[config.mk]
export PLATFORM = sky130hd
export DESIGN_NAME = seg_scan_driver
export DESIGN_NICKNAME = d
export VERILOG_FILES = /design/src/rtl/seg_pkg.sv /design/src/rtl/bcd_to_seg.sv /design/src/rtl/seg_scan_driver.sv
export SDC_FILE = /design/constraint.sdc
export NUM_CORES = 1
export LEC_CHECK = 0
export BUFFER_PORTS_ARGS = -buffer_cell sky130_fd_sc_hd__clkbuf_2
export CORE_ASPECT_RATIO = 0.8
export CORE_MARGIN = 10
export CORE_UTILIZATION = 37
export CTS_CLUSTER_DIAMETER = 60
export CTS_CLUSTER_SIZE = 8
export DETAILED_ROUTE_END_ITERATION = 12
export REMOVE_ABC_BUFFERS = 1
export SYNTH_ARGS = -nofsm -noshare
export SYNTH_HDL_FRONTEND = slang
export SYNTH_SLANG_ARGS = --single-unit
[constraint.sdc]
create_clock -name clk -period 2.85 [get_ports clk]
set_clock_uncertainty 0.15 [all_clocks]
set_input_delay 0.285 -clock clk [delete_from_list [all_inputs] [get_ports clk]]
set_output_delay 0.285 -clock clk [all_outputs]
set_load 0.01 [all_outputs]
[src/rtl/seg_pkg.sv]
// Shared constants and types for the 4-digit common-anode 7-segment scan driver.
package seg_pkg;

   // Active-low segment patterns, bit order {g,f,e,d,c,b,a}
   localparam logic [6:0] SEG_0    = 7'h40;
   localparam logic [6:0] SEG_1    = 7'h79;
   localparam logic [6:0] SEG_2    = 7'h24;
   localparam logic [6:0] SEG_3    = 7'h30;
   localparam logic [6:0] SEG_4    = 7'h19;
   localparam logic [6:0] SEG_5    = 7'h12;
   localparam logic [6:0] SEG_6    = 7'h02;
   localparam logic [6:0] SEG_7    = 7'h78;
   localparam logic [6:0] SEG_8    = 7'h00;
   localparam logic [6:0] SEG_9    = 7'h10;
   localparam logic [6:0] SEG_DASH = 7'h3F;
   localparam logic [6:0] SEG_OFF  = 7'h7F;

   typedef logic [1:0] dig_idx_t;

   typedef enum logic {BLANK, ON} phase_t;

   typedef struct packed {
      logic [3:0] min1;
      logic [3:0] min0;
      logic [3:0] sec1;
      logic [3:0] sec0;
   } frame_t;

endpackage

[src/rtl/bcd_to_seg.sv]
// Combinational BCD to active-low 7-segment decoder; non-decimal codes show a dash.
module bcd_to_seg
   import seg_pkg::*;
(
   input  logic [3:0] bcd,
   output logic [6:0] seg_n
);

   always_comb begin
      seg_n = SEG_DASH;
      case (bcd)
         4'd0:    seg_n = SEG_0;
         4'd1:    seg_n = SEG_1;
         4'd2:    seg_n = SEG_2;
         4'd3:    seg_n = SEG_3;
         4'd4:    seg_n = SEG_4;
         4'd5:    seg_n = SEG_5;
         4'd6:    seg_n = SEG_6;
         4'd7:    seg_n = SEG_7;
         4'd8:    seg_n = SEG_8;
         4'd9:    seg_n = SEG_9;
         default: seg_n = SEG_DASH;
      endcase
   end

endmodule

[src/rtl/seg_scan_driver.sv]
// Time-multiplexed 4-digit 7-segment driver with blanking gap, blink and decimal points.
// Optional macro LEADING_ZERO_BLANK_EN suppresses leading zeros on the two minute digits.
module seg_scan_driver
   import seg_pkg::*;
#(
   parameter int unsigned SCAN_DIV  = 27000,
   parameter int unsigned BLANK_CYC = 270,
   parameter int unsigned BLINK_DIV = 6750000
) (
   input  logic       clk,
   input  logic       rstn,
   input  logic [3:0] sec0,
   input  logic [3:0] sec1,
   input  logic [3:0] min0,
   input  logic [3:0] min1,
   input  logic [3:0] blink_mask,
   input  logic [3:0] dp_mask,
   output logic [6:0] seg_n,
   output logic       dp_n,
   output logic [3:0] an_n,
   output logic       frame_start
);

   localparam int unsigned CW = $clog2(SCAN_DIV);
   localparam int unsigned BW = $clog2(BLINK_DIV);
   localparam logic [CW-1:0] SLOT_LAST  = CW'(SCAN_DIV - 1);
   localparam logic [CW-1:0] BLANK_END  = CW'(BLANK_CYC);
   localparam logic [BW-1:0] BLINK_LAST = BW'(BLINK_DIV - 1);

   logic [CW-1:0] slot_cnt_q, slot_cnt_d;
   dig_idx_t      dig_q, dig_d;
   phase_t        phase_q, phase_d;
   logic [BW-1:0] blink_cnt_q, blink_cnt_d;
   logic          blink_on_q, blink_on_d;
   frame_t        frame_q, frame_d;
   logic [3:0]    dp_lat_q, dp_lat_d;
   logic [3:0]    an_n_q, an_n_d;
   logic [6:0]    seg_n_q, seg_n_d;
   logic          dp_n_q, dp_n_d;
   logic          frame_start_q, frame_start_d;
   logic          slot_wrap, frame_load, show;
   logic [3:0]    cur_bcd;
   logic [6:0]    cur_seg;

   // Counters and the frame snapshot taken as the scan wraps back into digit 0
   always_comb begin
      slot_wrap   = (slot_cnt_q == SLOT_LAST);
      frame_load  = slot_wrap && (dig_q == 2'd3);
      slot_cnt_d  = slot_wrap ? '0 : slot_cnt_q + CW'(1);
      dig_d       = slot_wrap ? dig_q + 2'd1 : dig_q;
      frame_d     = frame_load ? '{min1: min1, min0: min0, sec1: sec1, sec0: sec0} : frame_q;
      dp_lat_d    = frame_load ? dp_mask : dp_lat_q;
      blink_cnt_d = (blink_cnt_q == BLINK_LAST) ? '0 : blink_cnt_q + BW'(1);
      blink_on_d  = (blink_cnt_q == BLINK_LAST) ? ~blink_on_q : blink_on_q;
   end

   always_comb begin
      phase_d = phase_q;
      case (phase_q)
         BLANK:   if (slot_cnt_d == BLANK_END) phase_d = ON;
         ON:      if (slot_wrap) phase_d = BLANK;
         default: phase_d = BLANK;
      endcase
   end

   always_comb begin
      cur_bcd = frame_d.sec0;
      case (dig_d)
         2'd0:    cur_bcd = frame_d.sec0;
         2'd1:    cur_bcd = frame_d.sec1;
         2'd2:    cur_bcd = frame_d.min0;
         default: cur_bcd = frame_d.min1;
      endcase
   end

   bcd_to_seg u_dec (
      .bcd   (cur_bcd),
      .seg_n (cur_seg)
   );

   // Outputs are decoded from next-state values so the pins line up with the counters
   always_comb begin
      show = (phase_d == ON) && !(blink_mask[dig_d] && !blink_on_d);
`ifdef LEADING_ZERO_BLANK_EN
      if (dig_d == 2'd3 && frame_d.min1 == 4'd0) show = 1'b0;
      if (dig_d == 2'd2 && frame_d.min1 == 4'd0 && frame_d.min0 == 4'd0) show = 1'b0;
`endif
      an_n_d        = 4'hF;
      seg_n_d       = SEG_OFF;
      dp_n_d        = 1'b1;
      frame_start_d = frame_load;
      if (show) begin
         an_n_d[dig_d] = 1'b0;
         seg_n_d       = cur_seg;
         dp_n_d        = ~dp_lat_d[dig_d];
      end
   end

   always_ff @(posedge clk or negedge rstn) begin
      if (!rstn) begin
         slot_cnt_q    <= '0;
         dig_q         <= '0;
         phase_q       <= BLANK;
         blink_cnt_q   <= '0;
         blink_on_q    <= 1'b1;
         frame_q       <= '0;
         dp_lat_q      <= '0;
         an_n_q        <= 4'hF;
         seg_n_q       <= SEG_OFF;
         dp_n_q        <= 1'b1;
         frame_start_q <= 1'b0;
      end else begin
         slot_cnt_q    <= slot_cnt_d;
         dig_q         <= dig_d;
         phase_q       <= phase_d;
         blink_cnt_q   <= blink_cnt_d;
         blink_on_q    <= blink_on_d;
         frame_q       <= frame_d;
         dp_lat_q      <= dp_lat_d;
         an_n_q        <= an_n_d;
         seg_n_q       <= seg_n_d;
         dp_n_q        <= dp_n_d;
         frame_start_q <= frame_start_d;
      end
   end

   assign an_n        = an_n_q;
   assign seg_n       = seg_n_q;
   assign dp_n        = dp_n_q;
   assign frame_start = frame_start_q;

endmodule

==> results of run 1 <==
-- repair_timing --
item / CTS / global route
pin swaps: 2 / 11
resized for setup: 4 / 31
gates cloned: 0 / 0
hold buffers: 1 / 0
endpoints found under the hold margin: 34 / 0
buffers inserted: 7 / 8
setup endpoints to repair: 5 / 12
-- critical path, cell delays in order (launching register included) --
cell      delay [ps]
dfrtp_1          380
and4bb_4         380
nand4_4          130
inv_4            120
mux2_4           310
a222oi_1         430
mux2_4           290
inv_4             60
ha_4             160
mux2i_1          180
o211ai_1         130
-- area by class of cell --
| class | count | area share |
|---|---|---|
| clock buffers | 10 | 0.04530 |
| clock inverters | 6 | 0.02252 |
| inverters | 21 | 0.01658 |
| multi-input cells | 283 | 0.3953 |
| flip-flops and latches | 75 | 0.3748 |
| well taps | 140 | 0.03465 |
| repair buffers | 84 | 0.1109 |
-- final timing paths --
path / slack, ps / endpoint / depth (start not counted)
worst max register to register: 30 / seg_n[0] / 10
worst min-delay path: 20 / frame_q[14] / 3
max in group asynchronous: 1390 / slot_cnt_q[4] / 2
worst min register to register: 300 / blink_cnt_q[0] / 1
worst max-delay path: 30 / seg_n[0] / 10
min in group asynchronous: 470 / slot_cnt_q[8] / 2
-- synth_stat cells (2+ instances only) --
master / n
a2111oi_0: 2
a21oi_1: 7
a31oi_1: 2
and2_1: 6
and3_1: 7
buf_4: 2
clkbuf_1: 8
dfrtp_1: 62
dfstp_2: 13
ha_1: 10
inv_1: 19
mux2_2: 11
mux2i_1: 15
nand2_1: 62
nand2b_1: 4
nand3_1: 14
nand4_1: 7
nor2_1: 38
nor2b_1: 3
nor3_1: 9
nor4_1: 2
o211ai_1: 4
o21ai_0: 8
o21ai_1: 2
o311ai_0: 2
o31a_1: 2
o31ai_1: 2
or3_1: 4
xnor2_1: 17
xor2_1: 15
-- power by group --
group | switching (uW) | internal [uW]
Sequential | 0.747 | 1070
Clock | 452 | 857
Combinational | 32.4 | 17.5
-- cells by family (layout without fill, tap and decap cells) --
group           count (synthesis)  in the layout
mux                            27             27
flops                          75             75
xor+xnor                       32             32
compound gates                 47             47
simple gates                  167            167
buf+inv                        34            121
fa+ha+maj                      10             10
-- flip-flops by register name (all words and copies together) (netlist names), 2 cells and up --
name / flops
frame_q: 16
slot_cnt_q: 15
dp_lat_q: 4
seg_n: 7
dig_q: 2
blink_cnt_q: 23
an_n: 4
-- metrics by stage --
stage | total power [uW] | worst slack, ps | hold WS (ps)
2_1_floorplan | 1096 | -473.8 | -160.6
4_1_cts | 2458 | 11.08 | 5.928
5_1_grt | 2509 | -95.37 | 15.10
6_report | 2428 | 29.71 | 16.79
3_3_place_gp | 1139 | 47.91 | 290.7
3_5_place_dp | 1139 | -57.28 | 293.4
-- routing by layer --
metal / vias to the layer above / global-route usage
li1: 1514 / -
met1: 1524 / 0.1645
met2: 50 / 0.2031
met3: 10 / 0.03998
met4: 0 / 0.04441
met5: - / 0
==> flow_summary.toml, run 1 <==
[place]
hpwlAfterDp_um = 6748
placed_area_sq_mm = 0.004462
placer_congestion = 0.7945
buffer_ports.inserted = 38
placed_cells = 588

[worst_setup_path]
worst_setup_path_startpoint = "slot_cnt_q[9]"
worstPathMaxFanout = 6
critPathRequiredTime_ps = 2940
critical_path.reg2reg.startpoint = "slot_cnt_q[9]"
cp-start-kind = "flop"
worst_setup_path_category = "reg2reg"
setup.worst_path.end_class = "flop"
timing.critical_path.arrival_ps = 2910

[power]
power.density_mw_per_mm2 = 480.3
leakagePower_uw = 0.002310
peakVddDrop_uv = 260.4

[global_route]
antenna_found_initial = 0
grt_overflow = 0
track_usage = 0.1293
wire_length_of_the_first_global_routing_pass_um = 15880
grt_start_max_net_pins = 76
first_global_vias = 3198

[timing]
relSlewSlack = 0.3633
max_slew_violations = 0
final_hold_fails = 0
layout_worst_path_cycle_share = 0.9896
unrepaired_setup_endpoints_after_global_routing = "yes"
timing.fmax_mhz = 354.6
setup-violations-final = 0
post-route-min-period_ps = 2820
max_slew.worst_pin.slew_ps = 955.0
tns_ps = 0

[cts]
max-clock-path-buffers = 2
cts_sinks = 75
clockRootBuffer = "clkbuf_16"
clock_tree_from_tritoncts = "built"
clk_latency_worst_skew_pair_ps = 340
cts_made_buffers = 9
clock_tree.htree_level_count = 3
clk_pin_slew_worst_paths_ps = 60

[synth]
synth_top_cell_area_share = 0.3964
synth.avg_cell_area_sq_um = 9.984
synth-main-ff-cell = "dfrtp_1"
synth_seq_cells = 75
synthArstFlopShare = 1.000
synth_area_leader_cell = "dfrtp_1"
synthesis.instances = 392
syn_area_sq_mm = 0.003914
synth_compound_area_frac = 0.08728
synth_cell_type_count = 63
part_of_the_yosys_area_used_for_sequential_elements = 0.4837
ranking_of_synthesized_cells_by_area = "dfrtp_1, dfstp_2, nand2_1"
yosys_warnings = 0
synth-adder-area-share = 0.03197
xor_xnor_cell_area_share_of_the_yosys_netlist = 0.07161
yosys-mux-area-fraction = 0.07577
synth_top_family_by_area = "simple AND/OR/NAND/NOR gates"
post_synth_edffs = 0
post_synth_and_or_nand_nor_area_fraction = 0.2129

[finish]
finish.utilization = 0.4917
antennaDiodeCount = 0
mostFrequentLayoutCell = "nand2_1"
num-nets-final = 510
fillCellCount = 915
post_layout_nonfiller_instances = 619
proportion_of_layout_cells_with_a_drive_suffix_above_1 = 0.3215
multiInputGateArea_sq_mm = 0.001998
flow.area_growth_from_synthesis_pct = 29.16
stdcell_area_sq_mm = 0.005055
layout_common_cells = "nand2_1, dfrtp_1, buf_4"
layout.area.seq_sq_mm = 0.001894

[die]
coreArea_sq_mm = 0.01028
area_of_the_die_sq_mm = 0.01512
top_level_ports = 39
die_height_um = 112.0
die_w_um = 135.0
placementRows = 33
initial_core_util = 0.3807

[route]
drt_pre_antenna_iters = 4
residual_drc_count = 0
vias_per_cell = 5.005
routed-wl-met2_um = 4648
wl_met3_um = 389
top_signal_layer_used = "met4"
m1_wl_um = 4538
count_of_antenna_violating_nets_left_after_detailed_routing = 0
detail_route.wl_per_cell_um = 15.66
detailed_route_via_count = 3098
detail_route.wirelength_um = 9691
drt-initial-drc-count = 198

[hold_path]
class_of_the_most_critical_hold_timing_path = "in2reg"
hp-start = "min1[2]"

[run_status]
outcome = "finished clean"

[run]
drv.max_cap_violation_count = 0
No activity file was read; power rests on OpenSTA's default activity.
==> inputs of run 2 (changes only) <==
Settings changed: PLACE_DENSITY_LB_ADDON set to 0.15.
==> flow_summary.toml, run 2 (same netlist as run 1, synthesis figures left out) <==
[worst_setup_path]
r2r-end = "seg_n[2]"
timing.critical_path.arrival_ps = 2810
ff2ff_setup_slack_ps = 120
critical_path.reg2reg.startpoint = "slot_cnt_q[0]"
slowest_stage_delay_on_critical_path_ps = 420
crit_end = "seg_n[2]"
worst_setup_path_startpoint = "slot_cnt_q[0]"
path_cells = "ha_2 > and3_4 > nand4_4 > inv_4 > mux2_4 > a222oi_1 > mux2_4 > ha_1 > inv_1 > o311ai_0"
crit_path_frequent_cell = "mux2_4"
crit_buf_inv = 2
critical-path-slowest-cell = "a222oi_1"
setup.worst_path.end_class = "flop"
critPathRequiredTime_ps = 2930
worstPathMaxFanout = 5
path_delay_family = "compound AO/OA/AOI/OAI gates"
cp_num_cells = 10
worst_r2r_path_depth = 10
cp-start-kind = "flop"
worst_setup_path_category = "reg2reg"

[hold_path]
class_of_the_most_critical_hold_timing_path = "in2async"

[timing]
setup-violations-final = 0
final_hold_fails = 62
unrepaired_setup_endpoints_after_global_routing = "yes"
max_slew_violations = 0
max_slew.worst_pin.slew_ps = 961.6
timing.fmax_mhz = 366.7
relSlewSlack = 0.3589
hold-worst-slack_ps = -44.94
layout_worst_path_cycle_share = 0.9568
post-route-min-period_ps = 2727
fin_ws_ps = 123.1

[place]
post-place-ws_ps = 3.669
placer_congestion = 0.7610
buffer_ports.inserted = 38
hpwlAfterDp_um = 6724

[cts]
cts_sinks = 75
clock_tree.htree_level_count = 3
clockRootBuffer = "clkbuf_16"
clock_tree_from_tritoncts = "built"
clk_pin_slew_worst_paths_ps = 60
clk_latency_worst_skew_pair_ps = 340
number_of_buffers_inserted_by_hold_repair_at_cts = 0
cts_made_buffers = 9
max-clock-path-buffers = 2

[route]
vias_per_cell = 4.894
detailed_route_via_count = 3010
detail_route.wl_per_cell_um = 14.98
residual_drc_count = 0
drt_pre_antenna_iters = 4
count_of_antenna_violating_nets_left_after_detailed_routing = 0
detail_route.wirelength_um = 9213
drt-initial-drc-count = 123

[run_status]
outcome = "finished with violations"
violations = "hold timing"

[power]
finalPower_uw = 2159
power.density_mw_per_mm2 = 444.3
leakagePower_uw = 0.002266
peakVddDrop_uv = 267.6

[global_route]
grt_overflow = 0
antenna_found_initial = 0
grt_start_max_net_pins = 76
track_usage = 0.1260
first_global_vias = 3093
wire_length_of_the_first_global_routing_pass_um = 15310

[finish]
antennaDiodeCount = 0
proportion_of_layout_cells_with_a_drive_suffix_above_1 = 0.2926
largestRegisters = "blink_cnt_q (23), frame_q (16), slot_cnt_q (15)"
layout_common_cells = "nand2_1, dfrtp_1, buf_4"
flow.area_growth_from_synthesis_pct = 24.17
largest_register_ffs = 23
max_flop_register = "blink_cnt_q"
num-nets-final = 506

[die]
die_w_um = 135.0
die_height_um = 112.0
placementRows = 33
top_level_ports = 39
area_of_the_die_sq_mm = 0.01512
initial_core_util = 0.3807
coreArea_sq_mm = 0.01028

[run]
drv.max_cap_violation_count = 0
[run 2: cell types whose count changed in the layout (fill, tap and decap cells not counted), moves of 2 or more]
| cell | delta |
|---|---|
| and2_1 | +2 |
| buf_4 | -2 |
| bufinv_16 | -3 |
| clkinv_2 | +3 |
| ha_2 | +2 |
| ha_4 | -3 |
| o311ai_2 | -2 |
[run 2: worst min path at each step]
stage | startpoint | end | slack, ps | depth (start not counted)
2_1_floorplan | rstn | blink_cnt_q[0] | -160 | 0
3_3_place_gp | blink_cnt_q[0] | blink_cnt_q[0] | 290 | 1
3_5_place_dp | blink_cnt_q[0] | blink_cnt_q[0] | 300 | 1
4_1_cts | sec1[1] | frame_q[5] | 0.8 | 3
5_1_grt | sec0[3] | frame_q[3] | 6 | 3
6_report | rstn | slot_cnt_q[11] | -40 | 1
[run 2: worst register-to-register path, stage by stage, from the launching register on]
cell	delay, ps
dfrtp_1	360
ha_2	190
and3_4	190
nand4_4	110
inv_4	110
mux2_4	310
a222oi_1	420
mux2_4	270
ha_1	140
inv_1	50
o311ai_0	320
[run 2: cell type report]
class	count	area, sq um
clock inverters	6	40.04
repair buffers	80	524.3
clock buffers	10	229.0
multi-input cells	283	1917
well taps	140	175.2
flip-flops and latches	75	1893
fillers	988	5421
inverters	21	81.33
[run 2: timing repair]
action | 4_1_cts | 5_1_grt
resized for setup | 1 | 13
endpoints found under the setup margin | 2 | 12
pin swaps | 1 | 4
setup buffers | 0 | 3
[run 2: per-stage QoR]
step                area (sq um)  TNS (ps)    util  std cells  hold WS [ps]
finish                      4860         0  0.4727        615        -44.94
global placement            4522         0  0.4398        596         294.3
CTS                         4795         0  0.4664        612        0.7541
floorplan                   3849     -2824       -        379        -160.6
detailed placement          4522         0  0.4398        596         299.6
global route                4860    -143.8  0.4727        615         6.117
[run 2: where the power goes]
group / leakage [uW] / internal, uW / switching, uW / total, uW
Clock: 0.000133 / 589 / 452 / 1040
Sequential: 0.000907 / 1070 / 0.802 / 1070
Combinational: 0.00123 / 16.4 / 32.0 / 48.4
[run 2: metal layers]
layer  global-route usage  routed length (um)
met1               0.1641                4605
met2               0.1917                4118
met3              0.04717                 372
met4              0.03367                 116
met5                    0                   0
